==> src/rtl/argmax_layer_pkg.sv <==
// Shared fixed-point format and FSM encoding for the argmax classifier stage.
// Values are signed Q(INTEGER_WIDTH).(FRACTION_WIDTH); bit 0 of the range is the unit bit.
package argmax_layer_pkg;

  localparam int INTEGER_WIDTH  = 8;
  localparam int FRACTION_WIDTH = 8;
  localparam int VALUE_WIDTH    = INTEGER_WIDTH + FRACTION_WIDTH;

  typedef logic signed [INTEGER_WIDTH-1:-FRACTION_WIDTH] fixed_t;

  typedef enum logic [1:0] {
    IDLE = 2'd0,
    SCAN = 2'd1,
    DONE = 2'd2
  } argmax_state_t;

endpackage

==> src/rtl/argmax_layer.sv <==
// Sequential argmax: captures NUM_INPUTS values on a rising edge of inputs_ready,
// then compares one buffered value per cycle against a running maximum.
module argmax_layer
  import argmax_layer_pkg::*;
#(
  parameter  int NUM_INPUTS  = 10,
  localparam int INDEX_WIDTH = $clog2(NUM_INPUTS)
) (
  input  logic                   clock,
  input  logic                   reset,
  input  logic                   inputs_ready,
  input  fixed_t                 inputs [NUM_INPUTS],
  output logic [INDEX_WIDTH-1:0] index,
  output fixed_t                 max_value,
  output logic                   output_ready,
  output argmax_state_t          state_dbg
);

  // Handshake: a rising edge of the inputs_ready level starts a scan (from IDLE or
  // DONE only; edges during SCAN are dropped, not queued). output_ready falls on the
  // capture edge and rises together with index/max_value after NUM_INPUTS cycles,
  // then holds until the next accepted start or reset.

  typedef logic [INDEX_WIDTH-1:0] idx_t;
  localparam idx_t LAST = idx_t'(NUM_INPUTS - 1);

  argmax_state_t state_q, state_d;
  logic          inputs_ready_q;
  logic          start;
  logic          capture;
  fixed_t        buffer_q [NUM_INPUTS];
  fixed_t        run_max_q, run_max_d;
  idx_t          run_idx_q, run_idx_d;
  idx_t          counter_q, counter_d;
  idx_t          index_d;
  fixed_t        max_value_d;
  logic          output_ready_d;
  fixed_t        candidate;
  logic          greater;

  assign start     = inputs_ready & ~inputs_ready_q;
  assign candidate = buffer_q[counter_q];
  // Strict signed compare: ties keep the earlier (lower) index.
  assign greater   = candidate > run_max_q;
  assign state_dbg = state_q;

  always_comb begin
    state_d        = state_q;
    run_max_d      = run_max_q;
    run_idx_d      = run_idx_q;
    counter_d      = counter_q;
    index_d        = index;
    max_value_d    = max_value;
    output_ready_d = output_ready;
    capture        = 1'b0;
    unique case (state_q)
      IDLE, DONE: begin
        if (start) begin
          capture        = 1'b1;
          run_max_d      = inputs[0];
          run_idx_d      = '0;
          counter_d      = idx_t'(1);
          output_ready_d = 1'b0;
          state_d        = SCAN;
        end
      end
      SCAN: begin
        if (greater) begin
          run_max_d = candidate;
          run_idx_d = counter_q;
        end
        if (counter_q == LAST) begin
          max_value_d    = greater ? candidate : run_max_q;
          index_d        = greater ? counter_q : run_idx_q;
          output_ready_d = 1'b1;
          state_d        = DONE;
        end else begin
          counter_d = counter_q + idx_t'(1);
        end
      end
      default: state_d = IDLE;
    endcase
  end

  always_ff @(posedge clock or negedge reset) begin
    if (!reset) begin
      state_q        <= IDLE;
      inputs_ready_q <= 1'b0;
      run_max_q      <= '0;
      run_idx_q      <= '0;
      counter_q      <= '0;
      index          <= '0;
      max_value      <= '0;
      output_ready   <= 1'b0;
      for (int i = 0; i < NUM_INPUTS; i++) buffer_q[i] <= '0;
    end else begin
      state_q        <= state_d;
      inputs_ready_q <= inputs_ready;
      run_max_q      <= run_max_d;
      run_idx_q      <= run_idx_d;
      counter_q      <= counter_d;
      index          <= index_d;
      max_value      <= max_value_d;
      output_ready   <= output_ready_d;
      if (capture) buffer_q <= inputs;
    end
  end

endmodule
==> config.mk <==
export PLATFORM = sky130hd
export DESIGN_NAME = argmax_layer
export DESIGN_NICKNAME = d
export VERILOG_FILES = /design/src/rtl/argmax_layer_pkg.sv /design/src/rtl/argmax_layer.sv
export SDC_FILE = /design/constraint.sdc
export NUM_CORES = 1
export LEC_CHECK = 0
export BUFFER_PORTS_ARGS = -buffer_cell sky130_fd_sc_hd__buf_4
export CORE_MARGIN = 3
export CORE_UTILIZATION = 35
export CTS_CLUSTER_SIZE = 24
export DETAILED_ROUTE_END_ITERATION = 8
export PLACE_DENSITY_LB_ADDON = 0.3
export SYNTH_ARGS = -nofsm -noshare
export SYNTH_HDL_FRONTEND = slang
export SYNTH_SLANG_ARGS = --single-unit
==> constraint.sdc <==
create_clock -name clock -period 8.1 [get_ports clock]
set_clock_uncertainty 0.1 [all_clocks]
set_input_delay 0 -clock clock [delete_from_list [all_inputs] [get_ports clock]]
set_output_delay 0 -clock clock [all_outputs]
set_load 0.01 [all_outputs]
==> out/results.ini, run 1 <==
[layout]
n_antenna_cell = 0
fin_util_pct = 51.6
fill_cells = 2373
final_common_cell = nand2_1
layout_common_cells = 452 x nand2_1, 206 x dfrtp_1, 192 x buf_4
fin_nets = 1492
instances_no_fill = 1700
drive_above_1_share_pct = 22.4
area.growth.synth_to_final_pct = 44.3
multi_input_area_mm2 = 0.00416
seq_area_mm2 = 0.00521

[clocking]
clk_pin_slew_ns = 0.06
post_cts_buffers = 0
h-tree-depth = 1
root_buffer = clkbuf_16
numCtsBuffers = 24
insertion_delay_ns = 0.51
clock_sinks = 208
post_cts_resized = 0
cts_tree = done
clockBufferDepth = 3

[sta]
rsz0062_at_grt = no
tightest_slew_ns = 1.08
fmax_mhz = 204
timing.final.max_slew_violations = 0
relSlewSlack_pct = 27.6
fin_crit_sh_pct = 60.4
fin_tns_setup_ns = 0
finalWorstSetupSlack_ns = 3.21
setup_viol = 0
finalCriticalPeriod_ns = 4.89
finalHoldViolations = 0

[worst_setup_path]
regToRegStartpoint = counter_q[0]
reg2reg_depth = 11
r2r_setup_slack_ns = 3.21
crit_type = reg2reg
start_kind = register
r2r_end = run_idx_q[2]
worstPathRequired_ns = 8.34
cp_max_fo = 30
crit_arrival_ns = 5.13
crit_path_end_kind = register

[global_route]
antenna_found_initial = 0
grt_pass1_wl_um = 47900
grt_max_degree = 102
grt_pass1_vias = 8550
overflow = 0
track_usage_pct = 20.7

[placement]
io_buffers = 185
dpl.hpwl_um = 20000
pre_cts_ws_ns = 3.20
gp_congestion = 0.845
dpl.cell_count = 1493

[hold_path]
hp-class = in2reg
whs_endpoint = inputs_ready_q
hold_path_depth = 2
min_from = inputs_ready

[logic_synthesis]
syn_area_per_cell_um2 = 9.81
syn_inst = 988
synth_seq_area_share_pct = 53.7
synth_cell_type_count = 42
synth_seq_cells = 208
synth_area_mm2 = 0.00969
synth_top_area_cell = dfrtp_1
ys_warn_count = 0
synth.net_count = 1169
ys_top_cells_by_area = dfrtp_1 54%, nand2_1 18%, mux4_2 7.4%
ys.flop_type = dfrtp_1
synth_edf_count = 0
yosys.area.top_type_share_pct = 53.7
async_flop_share_pct = 100

[pwr]
vdd_ir_drop_max_mv = 0.187
p_per_area_mw_per_mm2 = 393
leakagePower_nw = 7.01
total_power_w = 0.00549

[floorplanning]
fp.coreArea_mm2 = 0.0271
die_h_um = 172
start_util_pct = 35.8
die_width_um = 172
placementRows = 60
ioPinCount = 186
dieArea_mm2 = 0.0297

[status]
status = finished clean

[route]
vias_per_cell = 4.90
drt-wirelength-per-cell_um = 18.1
vias = 8334
routed_wl_um = 30800
dr.first_iter.drc_count = 567
drcViolationCount = 0
ant_nets = 0
firstDrtPassIters = 5

[job]
cap_viol_max_count = 0

==> worst max-delay path: stages (launching register included) <==
cell	delay, ns
dfrtp_4	0.78
buf_4	0.50
mux4_2	0.56
a22oi_1	0.22
o21ai_0	0.20
ha_1	0.36
nor2b_1	0.13
o211ai_1	0.12
a2111o_1	0.44
a31oi_4	0.27
o21a_1	0.75
o21ai_0	0.24
==> cell type report <==
type	count	share of cell area [%]
multi-input combinational	700	29.8
clock buffer	29	4.87
timing repair buffer	357	22.3
clock inverter	14	1.99
sequential	208	37.3
tap	372	3.33
inverter	20	0.537
==> flip-flops by register name (all words and copies together), names as in the netlist <==
name            cells
buffer_q          160
max_value          16
index               4
state_dbg           2
run_max_q          16
inputs_ready_q      1
counter_q           4
run_idx_q           4
output_ready        1
==> worst max-delay path by stage <==
stage            startpoint       endpoint  slack [ns]  cells after the start
2_1_floorplan  counter_q[0]  max_value[10]        4.36                     13
3_3_place_gp   counter_q[0]   run_idx_q[2]        3.33                     11
3_5_place_dp   counter_q[0]   run_idx_q[2]        3.20                     11
4_1_cts        counter_q[0]   run_idx_q[2]        3.20                     11
5_1_grt        counter_q[0]   run_idx_q[3]        2.86                     11
6_report       counter_q[0]   run_idx_q[2]        3.21                     11
==> Yosys cell counts, drive strengths merged, types with 2 or more instances <==
master and number:
clkbuf 46, nand3b 2, a31oi 2, nor2b 4
mux4 32, o211ai 3, and2 16, nand2b 19
nor2 11, o31ai 2, or2 2, nand4 5
o221ai 2, inv 20, nand2 452, buf 14
a21o 17, xor2 2, a21oi 11, mux2i 18
dfrtp 208, o21ai 23, nand3 2, ha 18
a22oi 16, nor4 2, o221a 16, a221o 16
==> stage by stage <==
stage | instance area [µm²] | hold WS, ns
floorplan | 9690 | -0.396
global placement | 11400 | -0.0907
detailed placement | 11400 | -0.0919
CTS | 14000 | 0.0532
global route | 14000 | 0.0634
finish | 14000 | 0.0714
==> routing by layer <==
layer | wire length (µm) | up-vias | global-route usage [%] | part of all wire, %
met3 | 1870 | 35 | 2.77 | 6.1
li1 | - | 3942 | - | -
met1 | 14000 | 4069 | 30.3 | 45
met4 | 448 | 0 | 3.89 | 1.5
met5 | 0 | - | 0 | 0
met2 | 14500 | 288 | 33.3 | 47
==> what timing repair did <==
action                     4_1_cts  5_1_grt
setup endpoints to repair        0        0
hold buffers                   164        0
hold endpoints to repair       237        0
==> where the power goes <==
group | internal [W] | total, W | switching (W)
Combinational | 0.00105 | 0.00228 | 0.00123
Clock | 0.000852 | 0.00129 | 0.000438
Sequential | 0.00153 | 0.00192 | 0.000389
==> logic make-up after synthesis <==
family	count (synthesis)	share of synthesized area [%]
compound gates	112	9.22
fa+ha+maj	18	2.32
buf+inv	80	3.47
mux	50	9.29
xor+xnor	2	0.181
flops	208	53.7
simple gates	518	21.8
Power figures use the tool's default switching activity.
==> inputs of run 2 (changes only) <==
- clock period: 8.1 -> 3.9 ns (I/O delays scaled with it)
==> run 2 against run 1 <==
Net effect: the run now ends with hold timing left; largest power group unchanged; critical path depth grew 2; count of clock-buffer cells in the layout is the same; via count is 1.7% higher.
==> out/results.ini, run 2 (synthesized netlist as in run 1, its figures left out) <==
[layout]
area.growth.synth_to_final_pct = 46.5
drive_above_1_share_pct = 24.5
fill_cells = 2373
fin_util_pct = 52.4
layout_common_cells = 452 x nand2_1, 220 x buf_4, 206 x dfrtp_1
fin_nets = 1527
regMostFlops = buffer_q
top_regs = buffer_q: 160 flops, max_value: 16 flops, run_max_q: 16 flops
n_antenna_cell = 0
seq_area_mm2 = 0.00521
final_common_cell = nand2_1
multi_input_area_mm2 = 0.00419
final_area_mm2 = 0.0142
largest_reg_flops = 160

[route]
firstDrtPassIters = 5
dr_wl_met2_um = 13900
ant_nets = 0
vias = 8478
drcViolationCount = 0
routed_wl_um = 30500
m1WireLength_um = 13600
dr.first_iter.drc_count = 451
drt-wirelength-per-cell_um = 17.6
dr.max_layer_used = met4
vias_per_cell = 4.89
dr_wl_met3_um = 2080

[floorplanning]
start_util_pct = 35.8
ioPinCount = 186
die_width_um = 172
fp.coreArea_mm2 = 0.0271
placementRows = 60
die_h_um = 172
dieArea_mm2 = 0.0297

[pwr]
leakagePower_nw = 7.13
total_power_w = 0.0115
p_per_area_mw_per_mm2 = 811
vdd_ir_drop_max_mv = 0.400

[placement]
gp_congestion = 0.885
io_buffers = 185
dpl.hpwl_um = 20600
place_area_mm2 = 0.0117

[status]
violations = hold timing
status = finished, violations left

[sta]
finalCriticalPeriod_ns = 3.72
fin_tns_setup_ns = 0
setup_viol = 0
rsz0062_at_grt = no
timing.final.max_slew_violations = 0
fin_crit_sh_pct = 95.5
tightest_slew_ns = 1.06
finalHoldViolations = 13
whs_ns = -0.0156
fmax_mhz = 269
relSlewSlack_pct = 29.4

[clocking]
clock_sinks = 208
insertion_delay_ns = 0.51
h-tree-depth = 1
clockBufferDepth = 3
cts_tree = done
clk_pin_slew_ns = 0.06
numCtsBuffers = 23
root_buffer = clkbuf_16

[global_route]
grt_pass1_wl_um = 47900
overflow = 0
grt_max_degree = 95
grt_pass1_vias = 8747
antenna_found_initial = 0
track_usage_pct = 20.6

[hold_path]
hp-class = in2async

[worst_setup_path]
crit_arrival_ns = 4.01
reg2reg_depth = 13
crit_type = reg2reg
start_kind = register
cp_max_fo = 10
worstPathRequired_ns = 4.19
r2r_setup_slack_ns = 0.18
crit_path_end_kind = register

[job]
cap_viol_max_count = 0

==> run 2: changes by cell type in the layout (fill, tap and decap cells not counted), sizes merged <==
| cell | previous run | this run |
|---|---|---|
| buf | 193 | 230 |
| clkinvlp | 0 | 4 |
| bufinv | 8 | 2 |
| dlygate4sd3 | 163 | 162 |
==> run 2: timing repair <==
action,CTS,global route
buffers inserted,4,2
pin swaps,0,3
endpoints found under the hold margin,283,0
resized for setup,0,7
setup endpoints to repair,32,34
hold buffers,162,0
==> run 2: layer usage <==
metal	up-vias	global-route usage, %
met3	63	3.09
met4	0	6.35
met1	4091	30.3
met2	312	31.8
met5	-	0
li1	4012	-
==> run 2: area by class of cell <==
type / count / area share (%)
flip-flops and latches: 208 / 36.7
multi-input cells: 700 / 29.5
repair buffers: 393 / 24.6
clock buffers: 29 / 4.56
well taps: 372 / 3.28
clock inverters: 12 / 0.872
inverters: 20 / 0.529
==> run 2: metrics by stage <==
| step | setup WS [ns] | instances |
|---|---|---|
| after detailed placement | -0.109 | 1525 |
| after CTS | 0.0524 | 1732 |
| after floorplan | 0.159 | 988 |
| after global routing | 0.00967 | 1734 |
| after global placement | -0.00435 | 1525 |
| final | 0.177 | 1734 |
==> run 2: where the power goes <==
part / leakage, nW / total [W] / switching (W) / internal [W]
clock network: 0.373 / 0.00221 / 0.000899 / 0.00131
logic: 4.17 / 0.00545 / 0.00276 / 0.00268
registers: 2.58 / 0.00386 / 0.000680 / 0.00318
total: 7.13 / 0.0115 / 0.00434 / 0.00718
==> run 2: worst paths after layout <==
kind	startpoint	endpoint
max	counter_q[0]	run_max_q[3]
min	reset	inputs_ready_q
max reg2reg	counter_q[0]	run_max_q[3]
min reg2reg	buffer_q[69]	buffer_q[69]
max in group asynchronous	reset	counter_q[0]
min in group clock	inputs_ready	inputs_ready_q
==> run 2: critical path: stages (launching register included) <==
cell      delay, ns
dfrtp_4        0.51
buf_12         0.15
buf_4          0.14
mux4_2         0.44
a22oi_1        0.20
o21ai_0        0.15
ha_1           0.33
nor2b_1        0.14
o211ai_1       0.30
a2111o_1       0.27
a31oi_4        0.12
o21a_1         0.22
buf_4          0.17
a221o_1        0.35
==> inputs of run 3 (changes only) <==
- BUFFER_PORTS_ARGS: -buffer_cell sky130_fd_sc_hd__buf_4 -> unset
- DONT_BUFFER_PORTS: unset -> 1
==> run 3 against run 2 <==
Net effect: the flow still finishes with violations (hold timing); sequential share of layout area rose by 4.3 points; critical path depth fell by 3; global-route usage fell by 1.3 points.
==> out/results.ini, run 3 (synthesized netlist as in run 1, its figures left out) <==
[status]
status = finished, violations left
violations = hold timing

[sta]
tightest_slew_ns = 0.834
finalCriticalPeriod_ns = 3.75
whs_ns = -0.911
fin_crit_sh_pct = 96.1
timing.final.max_slew_violations = 0
finalWorstSetupSlack_ns = 0.151
setup_viol = 0
fmax_mhz = 267
rsz0062_at_grt = yes
relSlewSlack_pct = 44.2
finalHoldViolations = 208

[route]
ant_nets = 0
drcViolationCount = 0
routed_wl_um = 29000
drt-wirelength-per-cell_um = 18.8
vias = 7707
firstDrtPassIters = 5
vias_per_cell = 5.00
dr.first_iter.drc_count = 391

[pwr]
seqPwrFrac_pct = 35.1
power_frac_clock_pct = 20.5
sw_frac_of_total_pct = 38.0
combPwrFrac_pct = 44.4
leakagePower_nw = 6.20
vdd_ir_drop_max_mv = 0.407
p_int_w = 0.00695
p_per_area_mw_per_mm2 = 881
switchingPower_w = 0.00425

[worst_setup_path]
reg2reg_depth = 10
r2r_end = max_value[3]
start_kind = register
crit_chain = buf_12 > mux4_2 > a22oi_1 > o21ai_0 > ha_1 > nand4_1 > a2111oi_4 > o31ai_1 > a211o_4 > o221a_2
crit_type = reg2reg
cp_max_fo = 18
crit_arrival_ns = 4.04
crit_path_end_kind = register
r2r_setup_slack_ns = 0.15
cpPeakStageDelay_ns = 0.54
regToRegStartpoint = counter_q[0]
slowest_stage = mux4_2
worstPathRequired_ns = 4.19

[clocking]
cts_tree = done
clk_pin_slew_ns = 0.06
clockBufferDepth = 3
root_buffer = clkbuf_16
clock_sinks = 208
insertion_delay_ns = 0.51
numCtsBuffers = 24
h-tree-depth = 1
cts_hold_buf = 162

[global_route]
grt_max_degree = 209
track_usage_pct = 19.3
overflow = 0
grt_pass1_vias = 7772
antenna_found_initial = 1
grt_pass1_wl_um = 44700

[hold_path]
hp-class = in2async

[job]
cap_viol_max_count = 0

[floorplanning]
start_util_pct = 35.8
die_width_um = 172
ioPinCount = 186
placementRows = 60
dieArea_mm2 = 0.0297
die_h_um = 172
fp.coreArea_mm2 = 0.0271

[layout]
area.growth.synth_to_final_pct = 31.3
instances_no_fill = 1542
final_common_cell = nand2_1
largest_reg_flops = 160
regMostFlops = buffer_q
n_antenna_cell = 0
drive_above_1_share_pct = 11.8
layout_common_cells = 452 x nand2_1, 206 x dfrtp_1, 162 x dlygate4sd3_1
top_regs = buffer_q: 160 flops, max_value: 16 flops, run_max_q: 16 flops
fin_nets = 1333

[placement]
io_buffers = 0
dpl.hpwl_um = 19400
dpl.cell_count = 1332
pre_cts_ws_ns = -0.0701
gp_congestion = 0.867

-- run 3: cell count changes in the layout (fill, tap and decap cells not counted), sizes merged --
cell      previous run  this run
clkinvlp             4         1
clkbuf              30        36
buf                230        36
inv                 21        20
-- run 3: worst max path at each step --
stage | from | to | slack [ns] | cells after the start
finish | counter_q[0] | max_value[3] | 0.15 | 10
global route | counter_q[0] | max_value[3] | -0.01 | 10
CTS | counter_q[0] | run_max_q[4] | 0.02 | 11
detailed placement | counter_q[0] | max_value[3] | -0.07 | 10
global placement | counter_q[0] | max_value[9] | 0.01 | 10
floorplan | counter_q[0] | max_value[10] | 0.16 | 13
-- run 3: power groups by stage --
stage                     logic [W]  registers, W  clock network, W
after floorplan             0.00347       0.00364                 0
after global placement      0.00458       0.00396                 0
after detailed placement    0.00465       0.00398                 0
after CTS                   0.00481       0.00395           0.00234
after global routing        0.00552       0.00406           0.00243
final                       0.00498       0.00394           0.00229
-- run 3: layer usage --
layer  up-vias  GRT usage [%]  routed length [µm]
met5         -              0                  13
met4         2           4.41                 550
met3        41           3.52                1850
met2       242           29.4               13000
met1      3798           28.8               13500
li1       3624              -                   -
-- run 3: stage by stage --
stage | setup TNS (ns) | instance area (µm²) | utilization, % | power [W]
final | 0 | 12700 | 47.0 | 0.0112
after global routing | -0.0452 | 12700 | 47.0 | 0.0120
after CTS | 0 | 12600 | 46.7 | 0.0111
after detailed placement | -0.982 | 10200 | 37.7 | 0.00863
after global placement | 0 | 10200 | 37.7 | 0.00854
after floorplan | 0 | 9690 | - | 0.00711
-- run 3: layout make-up --
class / instances / area (µm²)
fill: 2486 / 14400
sequential: 208 / 5210
multi-input combinational: 700 / 4200
timing repair buffer: 198 / 1960
clock buffer: 36 / 717
tap: 372 / 465
clock inverter: 8 / 92.6
inverter: 20 / 75.1
-- run 3: critical path: cells and delay by family (launching register included) --
family | cells | cell delay [ns]
AOI/OAI and AO/OA | 6 | 1.72
buffers and inverters | 1 | 0.17
muxes | 1 | 0.54
adders and majority gates | 1 | 0.36
DFF | 1 | 0.49
and+or+nand+nor | 1 | 0.24
-- run 3: what timing repair did --
item	4_1_cts	5_1_grt
setup buffers	0	4
resized for setup	1	14
pin swaps	0	8
hold endpoints to repair	388	208
endpoints found under the setup margin	18	38
